`config.mk`:
```
export PLATFORM = sky130hd
export DESIGN_NAME = seg_display_scan_n
export DESIGN_NICKNAME = d
export VERILOG_FILES = /design/src/rtl/seg_display_pkg.sv /design/src/rtl/seg_glyph_decode.sv /design/src/rtl/seg_display_scan_n.sv
export SDC_FILE = /design/constraint.sdc
export NUM_CORES = 1
export LEC_CHECK = 0
export ABC_AREA = 0
export CAP_MARGIN = 20
export CORE_MARGIN = 5
export CORE_UTILIZATION = 30
export CTS_BUF_LIST = sky130_fd_sc_hd__clkbuf_4 sky130_fd_sc_hd__clkbuf_8
export CTS_CLUSTER_SIZE = 40
export DETAILED_ROUTE_END_ITERATION = 8
export GPL_ROUTABILITY_DRIVEN = 0
export SETUP_SLACK_MARGIN = 0.1
export SYNTH_ARGS = -nofsm -noshare
export SYNTH_HDL_FRONTEND = slang
export SYNTH_SLANG_ARGS = --single-unit
export TNS_END_PERCENT = 50
```
`constraint.sdc`:
```
create_clock -name csi_clk -period 5.1 [get_ports csi_clk]
set_input_delay 1.53 -clock csi_clk [delete_from_list [all_inputs] [get_ports csi_clk]]
set_output_delay 1.53 -clock csi_clk [all_outputs]
set_load 0.02 [all_outputs]
```
`src/rtl/seg_display_pkg.sv`:
```
// Shared constants for the multiplexed 7-segment display controller: register map,
// field offsets and the glyph table.
package seg_display_pkg;

  localparam logic [7:0] GLYPH_BLANK  = 8'd0;
  localparam logic [7:0] GLYPH_DIGIT0 = 8'd1;
  localparam logic [7:0] GLYPH_HEX_A  = 8'd11;
  localparam logic [7:0] GLYPH_DASH   = 8'd38;

  localparam logic [4:0] ADDR_ID     = 5'd0;
  localparam logic [4:0] ADDR_CTRL   = 5'd1;
  localparam logic [4:0] ADDR_DIGIT0 = 5'd8;

  localparam logic [7:0] ID_VERSION = 8'h02;
  localparam logic [7:0] ID_MAGIC   = 8'h5D;

  localparam int CTRL_ENABLE   = 0;
  localparam int CTRL_BLINK_EN = 1;

  localparam int DIG_DOT    = 7;
  localparam int DIG_RAW    = 8;
  localparam int DIG_RAW_EN = 16;
  localparam int DIG_BLINK  = 17;
  localparam int DIG_BRIGHT = 24;

  // Bits of a DIGIT register that actually hold state; everything else reads 0.
  function automatic logic [31:0] digit_mask(input int char_w, input int pwm_w);
    logic [31:0] m;
    m = '0;
    for (int b = 0; b < char_w; b++) m[b] = 1'b1;
    m[DIG_DOT] = 1'b1;
    m[DIG_RAW +: 8] = 8'hFF;
    m[DIG_RAW_EN] = 1'b1;
    m[DIG_BLINK] = 1'b1;
    for (int b = 0; b < pwm_w; b++) m[DIG_BRIGHT + b] = 1'b1;
    return m;
  endfunction

  // Segment order {G,F,E,D,C,B,A}, active-high.
  function automatic logic [6:0] glyph7(input logic [7:0] code);
    logic [6:0] g;
    g = 7'h00;
    case (code)
      GLYPH_DIGIT0 + 8'd0: g = 7'h3F;
      GLYPH_DIGIT0 + 8'd1: g = 7'h06;
      GLYPH_DIGIT0 + 8'd2: g = 7'h5B;
      GLYPH_DIGIT0 + 8'd3: g = 7'h4F;
      GLYPH_DIGIT0 + 8'd4: g = 7'h66;
      GLYPH_DIGIT0 + 8'd5: g = 7'h6D;
      GLYPH_DIGIT0 + 8'd6: g = 7'h7D;
      GLYPH_DIGIT0 + 8'd7: g = 7'h07;
      GLYPH_DIGIT0 + 8'd8: g = 7'h7F;
      GLYPH_DIGIT0 + 8'd9: g = 7'h6F;
      GLYPH_HEX_A + 8'd0:  g = 7'h77;
      GLYPH_HEX_A + 8'd1:  g = 7'h7C;
      GLYPH_HEX_A + 8'd2:  g = 7'h58;
      GLYPH_HEX_A + 8'd3:  g = 7'h5E;
      GLYPH_HEX_A + 8'd4:  g = 7'h79;
      GLYPH_HEX_A + 8'd5:  g = 7'h71;
      GLYPH_DASH:          g = 7'h40;
      default:             g = 7'h00;
    endcase
    return g;
  endfunction

endpackage

```
`src/rtl/seg_glyph_decode.sv`:
```
// Turns the current digit's code/raw/dot fields into an active-high 8-bit pattern
// {dp,G,F,E,D,C,B,A}.
module seg_glyph_decode
  import seg_display_pkg::*;
#(
  parameter int CHAR_W = 6
) (
  input  logic [CHAR_W-1:0] i_code,
  input  logic [6:0]        i_raw,
  input  logic              i_raw_en,
  input  logic              i_dot,
  output logic [7:0]        o_pattern
);

  logic [6:0] w_glyph;

  // NOTE: every signal written in always_comb is assigned first, so no path can infer a latch.
  always_comb begin
    w_glyph   = glyph7(8'(i_code));
    o_pattern = {i_dot, (i_raw_en ? i_raw : w_glyph)};
  end

endmodule

```
`src/rtl/seg_display_scan_n.sv`:
```
// Avalon-MM controlled, time-multiplexed 7-segment display driver with per-digit
// glyph/raw pattern, decimal point, PWM brightness and blink.
module seg_display_scan_n
  import seg_display_pkg::*;
#(
  parameter int DIGITS     = 4,
  parameter int CHAR_W     = 6,
  parameter int PWM_W      = 4,
  parameter int SCAN_DIV   = 4096,
  parameter int DEAD       = 8,
  parameter int BLINK_DIV  = 2**23,
  parameter int ACTIVE_LOW = 1
) (
  input  logic              csi_clk,
  input  logic              rsi_reset_n,
  input  logic [4:0]        avs_s0_address,
  input  logic              avs_s0_write,
  input  logic              avs_s0_read,
  input  logic [31:0]       avs_s0_writedata,
  output logic [31:0]       avs_s0_readdata,
  output logic [DIGITS-1:0] out_dig,
  output logic [7:0]        out_segment
);

  localparam int          PRE_W    = $clog2(SCAN_DIV);
  localparam int          IDX_W    = (DIGITS > 1) ? $clog2(DIGITS) : 1;
  localparam int          BLK_W    = (BLINK_DIV > 1) ? $clog2(BLINK_DIV) : 1;
  localparam logic [31:0] DIG_MASK = digit_mask(CHAR_W, PWM_W);
  localparam logic [31:0] ID_WORD  = {ID_VERSION, 8'(DIGITS), 8'(PWM_W), ID_MAGIC};
  localparam logic        POL      = 1'(ACTIVE_LOW);

  logic [1:0]        r_ctrl;
  logic [31:0]       r_digit [DIGITS];
  logic [PRE_W-1:0]  r_presc;
  logic [IDX_W-1:0]  r_idx;
  logic [PWM_W-1:0]  r_pwm;
  logic [BLK_W-1:0]  r_blink_cnt;
  logic              r_phase;

  logic [2:0]        w_dsel;
  logic              w_is_digit;
  logic [31:0]       w_rdata;

  assign w_dsel     = avs_s0_address[2:0];
  assign w_is_digit = (avs_s0_address[4:3] == ADDR_DIGIT0[4:3]) && (32'(w_dsel) < DIGITS);

  // NOTE: the register file is a handful of flops, not a RAM, so it takes the async reset.
  always_ff @(posedge csi_clk or negedge rsi_reset_n) begin
    if (!rsi_reset_n) begin
      r_ctrl <= '0;
      for (int i = 0; i < DIGITS; i++) r_digit[i] <= '0;
    end else if (avs_s0_write) begin
      if (avs_s0_address == ADDR_CTRL) r_ctrl <= avs_s0_writedata[1:0];
      for (int i = 0; i < DIGITS; i++)
        if (w_is_digit && (w_dsel == 3'(i))) r_digit[i] <= avs_s0_writedata & DIG_MASK;
    end
  end

  always_comb begin
    w_rdata = 32'hFFFF_FFFF;
    if (avs_s0_address == ADDR_ID)        w_rdata = ID_WORD;
    else if (avs_s0_address == ADDR_CTRL) w_rdata = {30'd0, r_ctrl};
    else if (w_is_digit)                  w_rdata = r_digit[w_dsel[IDX_W-1:0]];
  end

  // Registered read port returns pre-write contents when read and write collide.
  always_ff @(posedge csi_clk or negedge rsi_reset_n) begin
    if (!rsi_reset_n) avs_s0_readdata <= '0;
    else              avs_s0_readdata <= avs_s0_read ? w_rdata : 32'd0;
  end

  always_ff @(posedge csi_clk or negedge rsi_reset_n) begin
    if (!rsi_reset_n) begin
      r_presc     <= '0;
      r_idx       <= '0;
      r_pwm       <= '0;
      r_blink_cnt <= '0;
      r_phase     <= 1'b0;
    end else begin
      r_pwm <= r_pwm + 1'b1;
      if (r_presc == PRE_W'(SCAN_DIV - 1)) begin
        r_presc <= '0;
        r_idx   <= (r_idx == IDX_W'(DIGITS - 1)) ? '0 : r_idx + 1'b1;
      end else begin
        r_presc <= r_presc + 1'b1;
      end
      if (r_blink_cnt == BLK_W'(BLINK_DIV - 1)) begin
        r_blink_cnt <= '0;
        r_phase     <= ~r_phase;
      end else begin
        r_blink_cnt <= r_blink_cnt + 1'b1;
      end
    end
  end

  logic [CHAR_W-1:0] w_code;
  logic [6:0]        w_raw;
  logic              w_raw_en;
  logic              w_dot;
  logic              w_blink;
  logic [PWM_W-1:0]  w_bright;
  logic [7:0]        w_pattern;
  logic              w_window;
  logic              w_pwm_on;
  logic              w_blank;
  logic [7:0]        w_seg_on;
  logic [DIGITS-1:0] w_dig_on;

  assign w_code   = r_digit[r_idx][CHAR_W-1:0];
  assign w_raw    = r_digit[r_idx][DIG_RAW +: 7];
  assign w_raw_en = r_digit[r_idx][DIG_RAW_EN];
  assign w_dot    = r_digit[r_idx][DIG_DOT];
  assign w_blink  = r_digit[r_idx][DIG_BLINK];
  assign w_bright = r_digit[r_idx][DIG_BRIGHT +: PWM_W];

  seg_glyph_decode #(.CHAR_W(CHAR_W)) u_decode (
    .i_code    (w_code),
    .i_raw     (w_raw),
    .i_raw_en  (w_raw_en),
    .i_dot     (w_dot),
    .o_pattern (w_pattern)
  );

  // Dead window at the start of every slot keeps consecutive selects apart.
  assign w_window = r_ctrl[CTRL_ENABLE] && (r_presc >= PRE_W'(DEAD));
  assign w_pwm_on = (&w_bright) || (r_pwm < w_bright);
  assign w_blank  = r_phase && r_ctrl[CTRL_BLINK_EN] && w_blink;
  assign w_seg_on = (w_window && w_pwm_on && !w_blank) ? w_pattern : 8'd0;
  assign w_dig_on = w_window ? (DIGITS'(1) << r_idx) : '0;

  always_ff @(posedge csi_clk or negedge rsi_reset_n) begin
    if (!rsi_reset_n) begin
      out_segment <= {8{POL}};
      out_dig     <= {DIGITS{POL}};
    end else begin
      out_segment <= w_seg_on ^ {8{POL}};
      out_dig     <= w_dig_on ^ {DIGITS{POL}};
    end
  end

endmodule

```
After elaboration in Yosys (flattened, before gate mapping)
Memories as Yosys holds them, arrays and structs flattened.
Index checks and enable logic that the tools add are counted.
- add/subtract/negate cells: 4
- $lt $le $gt $ge: 5
- equal/unequal tests: 8
- shifts and indexed selects: 1
- mux-type cells: 16
- bitwise logic cells: 5
- reductions and logical operators: 20
- operators by type and width (operator ; count):
    $mux 32 ; 6
    $bmux 32 s2 ; 2
    $mux 28 ; 2
    $add 23x1->23 const B ; 1
    $eq 23x23->1 const B ; 1
    $mux 23 ; 1
    $add 12x1->12 const B ; 1
    $eq 12x12->1 const B ; 1
    $ge 12x4->1 const B ; 1
    $mux 12 ; 1
    $logic_and 1x1->1 ; 10
    $reduce_and 2->1 ; 5
    $mux 8 ; 1
    $not 8->8 ; 1
    $mux 7 ; 1
    $eq 3x2->1 const B ; 2
    $ge 3x3->1 const B ; 2
    $not 2->3 ; 2
    $eq 5x1->1 const B ; 1
    $logic_not 5->1 ; 1
    $add 4x1->4 const B ; 1
    $lt 4x4->1 ; 1
    $mux 4 ; 1
    $not 4->4 ; 1
    other kinds (12) ; 12
- flip-flop bits (word level): 172
- memory bits (read-only): 448
- input port bits: 41
- output and inout port bits: 44
- word-level logic and storage cells: 73
- memories kept: 1
- memory list (memory ; words ; width ; read ports ; clocked after Yosys merged registers in ; wr ports ; line ; text):
    (name not given) ; 64 ; 7 ; 1 ; 0 ; 0 ; seg_display_pkg.sv:43 ; case (code)

Longest topological paths before layout
Gate-level depths: netlist of run 1.
- word-level depth: 10
- depth in mapped cells: 10
- gate-level depth less buffers: 8

By module
A second synthesis of run 1 with hierarchy kept.
- cell total of the unflattened synthesis: 612
- area total of the unflattened synthesis: 7812.5 um^2
- by module, submodules not included (module ; times used ; cells each ; area an instance (um^2) ; seq. area each (um^2)):
    seg_display_scan_n ; 1 ; 556 ; 7450.9 ; 4093.9
    seg_glyph_decode ; 1 ; 56 ; 361.6 ; 0.0

Worst setup path before layout of run 1
OpenSTA, ideal clock, no wires.
- path kind: input -> register
- start: in avs_s0_address[1]
- end: reg r_digit[32] in the netlist's numbering
- arrival: 2806 ps
- required time: 4975 ps
- setup slack: 2169 ps
- stages on the path: 6
- buffers on the path: 3
- cells stage by stage: clkbuf_1 -> nor2b_1 -> buf_2 -> nand3_1 -> clkbuf_1 -> mux2_2
- word-level cells in the longest chain between the ends: 4
- elaborated cells between the ends (all ways): 5
- those cells by class: order compare: 1; eq/ne: 1; reduce/logical: 3
- RTL lines (element ; line ; text):
    start, declared ; seg_display_scan_n.sv:16 ; input logic [4:0] avs_s0_address,
    $lt 3x3->1 ; seg_display_scan_n.sv:45 ; assign w_is_digit = (avs_s0_address[4:3] == ADDR_DIGIT0[4:3]) && (32'(w_dsel) < DIGITS);
    $logic_and 1x1->1 ; seg_display_scan_n.sv:45 ;
    $logic_and 1x1->1 (*) ; seg_display_scan_n.sv:55 ; if (w_is_digit && (w_dsel == 3'(i))) r_digit[i] <= avs_s0_writedata & DIG_MASK;
    $reduce_and 2->1 (no source line) (*) ; - ;
    end signal, assigned by index ; seg_display_scan_n.sv:55 ;
    end, declared ; seg_display_scan_n.sv:33 ; logic [31:0] r_digit [DIGITS];
Every way passes the cells marked *; elsewhere a longest branch is shown, timed or not.
A chain may end at the register's enable or synchronous reset.

Worst setup path in the final report of run 1
- start: in avs_s0_address[1]
- end: reg r_digit[37] in the netlist's numbering
The elaborated chain is that of the path after synthesis.

==> results.yml, run 1 <==
setup_path:
  r2r_cells: 8
  endpoint_kind: "register"
  cp_max_fo: 17
  worstPathRequired_ns: 5.42
  cp-start-kind: "input port"
  worst_path_max_delay_cell: "nor2b_1"
  crit_family: "simple AND/OR/NAND/NOR gates"
  r2r-end: "out_segment[1]"
  cpPeakStageDelay_ns: 0.76
  cp_num_buf_inv: 2
  arrival_ns: 4.03
  path_cells: "clkdlybuf4s50_1 -> nor2b_1 -> nand3_1 -> buf_4 -> mux2_2"
  r2r-start: "r_idx[0]"
  critical_path_class: "in2reg"
  r2r_slack_ns: 1.96
sta:
  hold_viol: 0
  fin_skew_ns: 0.0146
  finalSetupTns_ns: 0
  tightest_slew_ns: 1.03
  timing.final.crit_share_pct: 72.6
  rsz0062_at_grt: "no"
  slew_headroom_pct: 31.4
  drv_slew: 0
  final.min_clock_period_ns: 3.70
  fmax_mhz: 270
  setup_viol: 0
layout:
  layout_common_cells: "dfrtp_1, mux2_2, clkdlybuf4s50_1"
  drive_gt1_share_pct: 26.9
  diodes: 0
  final_cells: 1002
  fill_cells: 2496
  final_core_util_pct: 36.1
  multiInputGateArea_um2: 3340
  layout_commonest_cell: "dfrtp_1"
  nets: 716
  design_area_um2: 9110
  regArea_um2: 4090
  area_delta_synth_final_pct: 18.1
global_routing:
  grt_pass1_vias: 5160
  antenna_found_initial: 0
  grt_max_degree: 88
  grt_first_pass_wirelength_um: 28700
  track_usage_pct: 12.6
  gr-total-overflow: 0
floorplan:
  die_y_um: 170
  rows: 58
  start_util_pct: 30.6
  die_w_um: 170
  die_area_um2: 29000
  pin_count: 85
  core_um2: 25300
clock_network:
  cts_hold_buf: 0
  cts_buffers: 17
  cts_resized: 0
  cts-root-buf: "clkbuf_8"
  htree_levels: 4
  cts_tree: "built"
  clock-sinks: 163
  clk_latency_ns: 0.44
  path_clk_slew_ns: 0.08
  cts_buffer_depth: 2
  cts_setup_buffers: 0
place:
  dp.cells: 970
  placed_cell_area_um2: 8740
  io_buffers: 73
  place_hpwl_um: 11900
worst_hold_path:
  holdCritStartpoint: "r_pwm[0]"
  hold_path_class: "reg2reg"
  whs_endpoint: "r_pwm[0]"
  hold_path_depth: 1
synthesis:
  synth_cell_type_count: 48
  netlist_instances: 593
  syn_area_um2: 7720
  async_flop_share_pct: 100
  synth_top_flop_cell: "dfrtp_1"
  ys_ff_latch: 163
  syn-num-nets: 650
  ys_seq_area_share_pct: 53.1
  yosysWarnings: 0
  synth_area_per_cell_um2: 13.0
  synth-edff-count: 0
power:
  total_power_uw: 3000
  power_frac_seq_pct: 51.8
  leakage_uw: 0.00393
  pwr-share-clk_pct: 29.2
  combPwrFrac_pct: 19.0
  vdd_drop_max_mv: 0.117
  power.switching_uw: 822
  powerDensity_nw_per_um2: 330
  p_int_uw: 2180
  p_sw_share_pct: 27.4
outcome:
  status: "complete, no violations"
routing:
  routed_wl_um: 17500
  drc: 0
  dr.first_iter.drc_count: 383
  vias: 4905
  first_pass_iters: 6
  ant_nets: 0
  wl_per_cell_um: 17.5
  vias_per_cell: 4.90
flow_run:
  drv_cap: 0
==> final cells by class <==
class | instances | share of cell area [%]
Clock buffer | 23 | 3.06
Clock inverter | 9 | 0.961
Inverter | 21 | 0.865
Multi-Input combinational cell | 373 | 36.7
Sequential cell | 163 | 44.9
Tap cell | 330 | 4.53
Timing Repair Buffer | 83 | 8.99
==> cells in the mapped netlist (all sizes together), types with 2 or more instances <==
| master | instances | area, um2 |
|---|---|---|
| xnor2 | 19 | 166 |
| a221oi | 9 | 85.1 |
| nand3 | 23 | 115 |
| o31ai | 2 | 15.0 |
| a22oi | 8 | 60.1 |
| nor2 | 50 | 188 |
| a211oi | 2 | 20.0 |
| mux4 | 33 | 747 |
| dfrtp | 151 | 3780 |
| nor2b | 9 | 56.3 |
| mux2 | 89 | 1000 |
| nand2b | 2 | 12.5 |
| xor2 | 13 | 114 |
| ha | 16 | 200 |
| inv | 21 | 78.8 |
| and3 | 6 | 37.5 |
| and4 | 4 | 35.0 |
| a21oi | 12 | 60.1 |
| and2 | 6 | 37.5 |
| dfstp | 12 | 315 |
| o21ai | 11 | 55.1 |
| nor4 | 4 | 25.0 |
| nand4 | 7 | 50.1 |
| nor3 | 6 | 30.0 |
| buf | 27 | 170 |
| clkbuf | 9 | 33.8 |
| nand2 | 28 | 105 |
==> registers in the layout, indices dropped and copies added (netlist names) <==
register,flops
avs_s0_readdata,23
out_dig,4
out_segment,8
r_blink_cnt,23
r_ctrl,2
r_digit,84
r_idx,2
r_phase,1
r_presc,12
r_pwm,4
==> power groups by stage <==
stage | Combinational [uW] | Clock (uW) | Sequential [uW]
2_1_floorplan | 362 | 0 | 1580
3_3_place_gp | 567 | 0 | 1570
3_5_place_dp | 576 | 0 | 1580
4_1_cts | 578 | 912 | 1550
5_1_grt | 621 | 966 | 1580
6_report | 570 | 878 | 1560
==> metal layers <==
| metal | part of all wire [%] | wire, um | GRT usage, % | vias to the layer above |
|---|---|---|---|---|
| li1 | - | - | - | 2257 |
| met3 | 4.2 | 745 | 2.62 | 26 |
| met4 | 2.3 | 396 | 4.51 | 0 |
| met1 | 46 | 8070 | 17.3 | 2505 |
| met5 | 0 | 0 | 0 | - |
| met2 | 47 | 8330 | 19.9 | 117 |
==> worst max-delay path by stage <==
stage	start	to	slack [ns]	cells after the start
final	avs_s0_address[1]	r_digit[37]	1.40	5
after global routing	avs_s0_address[0]	r_digit[57]	1.34	5
after CTS	avs_s0_address[1]	r_digit[59]	1.45	5
after detailed placement	avs_s0_address[0]	r_digit[49]	0.96	5
after global placement	avs_s0_address[1]	r_digit[43]	0.94	5
after floorplan	avs_s0_address[1]	r_digit[32]	2.17	6
==> logic make-up after synthesis <==
family                   share of synthesized area [%]
adder cells (fa/ha/maj)                           2.59
AND/OR/NAND/NOR                                   9.32
flip-flops                                        53.1
XOR/XNOR                                          3.63
multiplexers                                      22.8
buffers and inverters                             3.66
AO/OA/AOI/OAI                                     4.93
==> worst register-to-register path: stages, from the launching register on <==
cell and delay, ns:
dfrtp_1 0.77, buf_4 0.44, mux4_2 0.57, inv_1 0.07
ha_1 0.23, nor2b_1 0.13, o31ai_1 0.22, and3_1 0.46
o21ai_1 0.16
==> stage by stage <==
stage | hold slack, ns | worst slack [ns]
6_report | 0.468 | 1.40
5_1_grt | 0.495 | 1.34
4_1_cts | 0.473 | 1.45
3_5_place_dp | 0.459 | 0.960
3_3_place_gp | 0.456 | 0.944
2_1_floorplan | 0.438 | 2.17
No activity file was read; power rests on OpenSTA's default activity.
==> inputs of run 2 (changes only) <==
clock period = 3.15 ns   (was 5.1 ns; I/O delays follow)
==> results.yml, run 2 (synthesis results as in run 1) <==
global_routing:
  grt_max_degree: 55
  grt_pass1_vias: 5121
  antenna_found_initial: 0
  track_usage_pct: 12.8
  grt_first_pass_wirelength_um: 28800
  gr-total-overflow: 0
layout:
  largest_reg_flops: 84
  nets: 732
  area_delta_synth_final_pct: 21.2
  final_core_util_pct: 37.0
  top_regs: "r_digit x84, avs_s0_readdata x23, r_blink_cnt x23"
  fill_cells: 2466
  diodes: 0
  largest-register: "r_digit"
  layout_commonest_cell: "dfrtp_1"
  drive_gt1_share_pct: 28.6
  layout_common_cells: "dfrtp_1, mux2_2, clkdlybuf4s50_1"
  final_cells: 1018
setup_path:
  arrival_ns: 3.19
  cp-start-kind: "register"
  endpoint_kind: "register"
  worstPathRequired_ns: 3.53
  cp_max_fo: 10
  critical_path_class: "reg2reg"
routing:
  ant_nets: 0
  first_pass_iters: 4
  wirelength_met1_um: 8040
  vias: 4953
  wl_per_cell_um: 17.4
  dr.first_iter.drc_count: 201
  wl_met3_um: 765
  routed_wl_um: 17700
  vias_per_cell: 4.87
  wl_met2_um: 8570
  drc: 0
  top_layer_used: "met4"
place:
  dp_slack_ns: 0.322
  dp.cells: 986
  io_buffers: 73
  place_hpwl_um: 12500
clock_network:
  cts_resized: 0
  cts_hold_buf: 0
  cts_buffers: 17
  cts_tree: "built"
  htree_levels: 4
  cts_setup_buffers: 0
  cts-root-buf: "clkbuf_8"
  clock-sinks: 163
  clk_latency_ns: 0.45
  cts_buffer_depth: 2
  path_clk_slew_ns: 0.09
sta:
  fmax_mhz: 356
  finalSetupTns_ns: 0
  fin_skew_ns: 0.00928
  hold_viol: 0
  rsz0062_at_grt: "no"
  slew_headroom_pct: 60.4
  final.min_clock_period_ns: 2.81
  drv_slew: 0
  timing.final.crit_share_pct: 89.3
  setup_viol: 0
  fin_ws_ns: 0.337
  tightest_slew_ns: 0.592
  hold_ws_ns: 0.430
floorplan:
  die_y_um: 170
  die_w_um: 170
  core_um2: 25300
  rows: 58
  die_area_um2: 29000
  pin_count: 85
  start_util_pct: 30.6
flow_run:
  drv_cap: 0
outcome:
  status: "complete, no violations"
power:
  leakage_uw: 0.00406
  powerDensity_nw_per_um2: 561
  vdd_drop_max_mv: 0.261
worst_hold_path:
  hold_path_class: "in2async"
## run 2: routing by layer
metal	up-vias	track usage [%]
met5	-	0
met4	0	3.75
met3	22	2.90
met2	125	20.4
met1	2506	17.5
li1	2300	-
## run 2: path summary, 6_finish.rpt
| path | slack (ns) | to | startpoint | cells past startpoint |
|---|---|---|---|---|
| min in group csi_clk | 0.48 | r_pwm[0] | r_pwm[0] | 1 |
| setup / recovery | 0.34 | out_segment[0] | r_idx[0] | 9 |
| setup reg to reg | 0.34 | out_segment[0] | r_idx[0] | 9 |
| max in group asynchronous | 1.95 | r_digit[112] | rsi_reset_n | 2 |
| hold / removal | 0.43 | r_blink_cnt[4] | rsi_reset_n | 1 |
| hold reg to reg | 0.48 | r_pwm[0] | r_pwm[0] | 1 |
## run 2: power by group
part,switching (uW),total [uW],internal (uW)
logic,431,940,508
clock network,779,1790,1010
registers,165,2520,2360
total,1380,5250,3870
## run 2: final cells by class
class                           count  area (um2)  share of cell area, %
Timing Repair Buffer               99         952                   10.2
Tap cell                          330         413                   4.41
Clock buffer                       20         275                   2.94
Clock inverter                     12         203                   2.17
Inverter                           21        78.8                  0.843
Multi-Input combinational cell    373        3340                   35.7
Sequential cell                   163        4090                   43.8
## run 2: stage by stage
step / instance area (um2) / power [uW]
after floorplan: 7720 / 3140
after global placement: 8880 / 3480
after detailed placement: 8880 / 3500
after CTS: 9360 / 5300
after global routing: 9360 / 5510
final: 9360 / 5250
## run 2: critical path, stage by stage, from the launching register on
cell	delay [ns]
dfrtp_1	0.69
buf_4	0.31
mux4_2	0.60
inv_1	0.17
ha_1	0.23
inv_1	0.05
mux2_2	0.25
o22ai_1	0.18
a211oi_1	0.10
o21ai_1	0.15
==> inputs of run 3 (changes only) <==
CTS_CLUSTER_DIAMETER = 80   (was unset)
clock period = 2.3 ns   (was 3.15 ns; I/O delays follow)
==> results.yml, run 3 (synthesis results as in run 1) <==
floorplan:
  die_y_um: 170
  core_um2: 25300
  die_area_um2: 29000
  rows: 58
  pin_count: 85
  start_util_pct: 30.6
  die_w_um: 170
clock_network:
  cts_buffer_depth: 2
  clk_latency_ns: 0.46
  cts_tree: "built"
  htree_levels: 4
  cts-root-buf: "clkbuf_8"
  path_clk_slew_ns: 0.10
  cts_buffers: 17
  clock-sinks: 163
  cts_hold_buf: 0
routing:
  dr.first_iter.drc_count: 189
  vias: 5152
  ant_nets: 0
  vias_per_cell: 4.87
  wl_per_cell_um: 17.5
  first_pass_iters: 4
  drc: 0
  routed_wl_um: 18500
setup_path:
  worst_path_max_delay_cell: "mux4_2"
  path_cells: "mux4_2 -> inv_1 -> ha_1 -> nor2b_1 -> o31ai_1 -> and3_1 -> buf_12 -> nand3_2"
  endpoint_kind: "register"
  cpPeakStageDelay_ns: 0.55
  cp_max_fo: 8
  worstPathRequired_ns: 2.68
  arrival_ns: 2.65
  critical_path_class: "reg2reg"
  cp-start-kind: "register"
layout:
  layout_common_cells: "dfrtp_1, mux2_2, buf_4"
  top_regs: "r_digit x84, avs_s0_readdata x23, r_blink_cnt x23"
  nets: 771
  multiInputGateArea_um2: 3410
  diodes: 0
  regArea_um2: 4100
  largest_reg_flops: 84
  drive_gt1_share_pct: 34.9
  fill_cells: 2452
  area_delta_synth_final_pct: 26.4
  layout_commonest_cell: "dfrtp_1"
  largest-register: "r_digit"
worst_hold_path:
  hold_path_class: "in2async"
sta:
  fmax_mhz: 440
  slew_headroom_pct: 57.7
  timing.final.crit_share_pct: 98.8
  fin_skew_ns: 0.0159
  setup_viol: 0
  rsz0062_at_grt: "yes"
  drv_slew: 0
  hold_viol: 0
  fin_ws_ns: 0.0283
  tightest_slew_ns: 0.631
  final.min_clock_period_ns: 2.27
place:
  place_hpwl_um: 13100
  dp_slack_ns: -0.0805
  io_buffers: 73
global_routing:
  gr-total-overflow: 0
  grt_first_pass_wirelength_um: 29500
  antenna_found_initial: 0
  grt_max_degree: 53
  track_usage_pct: 13.2
  grt_pass1_vias: 5213
flow_run:
  drv_cap: 0
power:
  vdd_drop_max_mv: 0.412
  total_power_uw: 7110
  leakage_uw: 0.00429
  powerDensity_nw_per_um2: 729
outcome:
  status: "complete, no violations"
-- run 3: timing repair --
item	in CTS	in global routing
setup buffers	2	3
endpoints found under the setup margin	30	9
gates resized for setup	35	10
pin swaps	3	5
cloned	0	0
-- run 3: layout make-up --
class	instances	share of cell area, %
Inverter	21	0.808
Clock buffer	17	2.40
Multi-Input combinational cell	373	35.0
Sequential cell	163	42.0
Tap cell	330	4.23
Timing Repair Buffer	138	13.8
Clock inverter	15	1.83
-- run 3: final timing paths --
check / startpoint / cells after the start / end / slack (ns)
setup / recovery: r_idx[0] / 8 / out_segment[6] / 0.03
hold / removal: rsi_reset_n / 1 / r_digit[56] / 0.18
setup reg to reg: r_idx[0] / 8 / out_segment[6] / 0.03
hold reg to reg: r_blink_cnt[22] / 1 / r_blink_cnt[22] / 0.48
max in group asynchronous: rsi_reset_n / 2 / out_segment[3] / 1.45
min in group csi_clk: r_blink_cnt[22] / 1 / r_blink_cnt[22] / 0.48
-- run 3: power breakdown --
part           switching [uW]  internal (uW)  leakage, uW
combinational             659            808      0.00202
clock                    1260            936     0.000210
sequential                225           3230      0.00206
-- run 3: per-layer routing --
metal,wire length (um),GRT usage (%),part of all wire [%]
met1,8400,18.0,45
met2,8790,20.4,48
met3,913,3.07,4.9
met4,361,5.03,2.0
met5,0,0,0
-- run 3: worst max-delay path: cells and delay by family (launching register included) --
family / cells / cell delay (ns)
fa+ha+maj: 1 / 0.24
simple gates: 3 / 0.45
flops: 1 / 0.51
compound gates: 1 / 0.22
mux: 1 / 0.55
buf+inv: 2 / 0.23
-- run 3: metrics by stage --
stage | utilization (%) | cells | setup TNS [ns] | hold WS [ns] | area, um2
3_3_place_gp | 36.6 | 1020 | -1.24 | 0.462 | 9250
2_1_floorplan | - | 593 | 0 | 0.394 | 7730
3_5_place_dp | 36.6 | 1020 | -2.38 | 0.464 | 9250
4_1_cts | 38.4 | 1054 | -0.0345 | 0.170 | 9700
6_report | 38.6 | 1057 | 0 | 0.177 | 9760
5_1_grt | 38.6 | 1057 | -0.608 | 0.188 | 9760
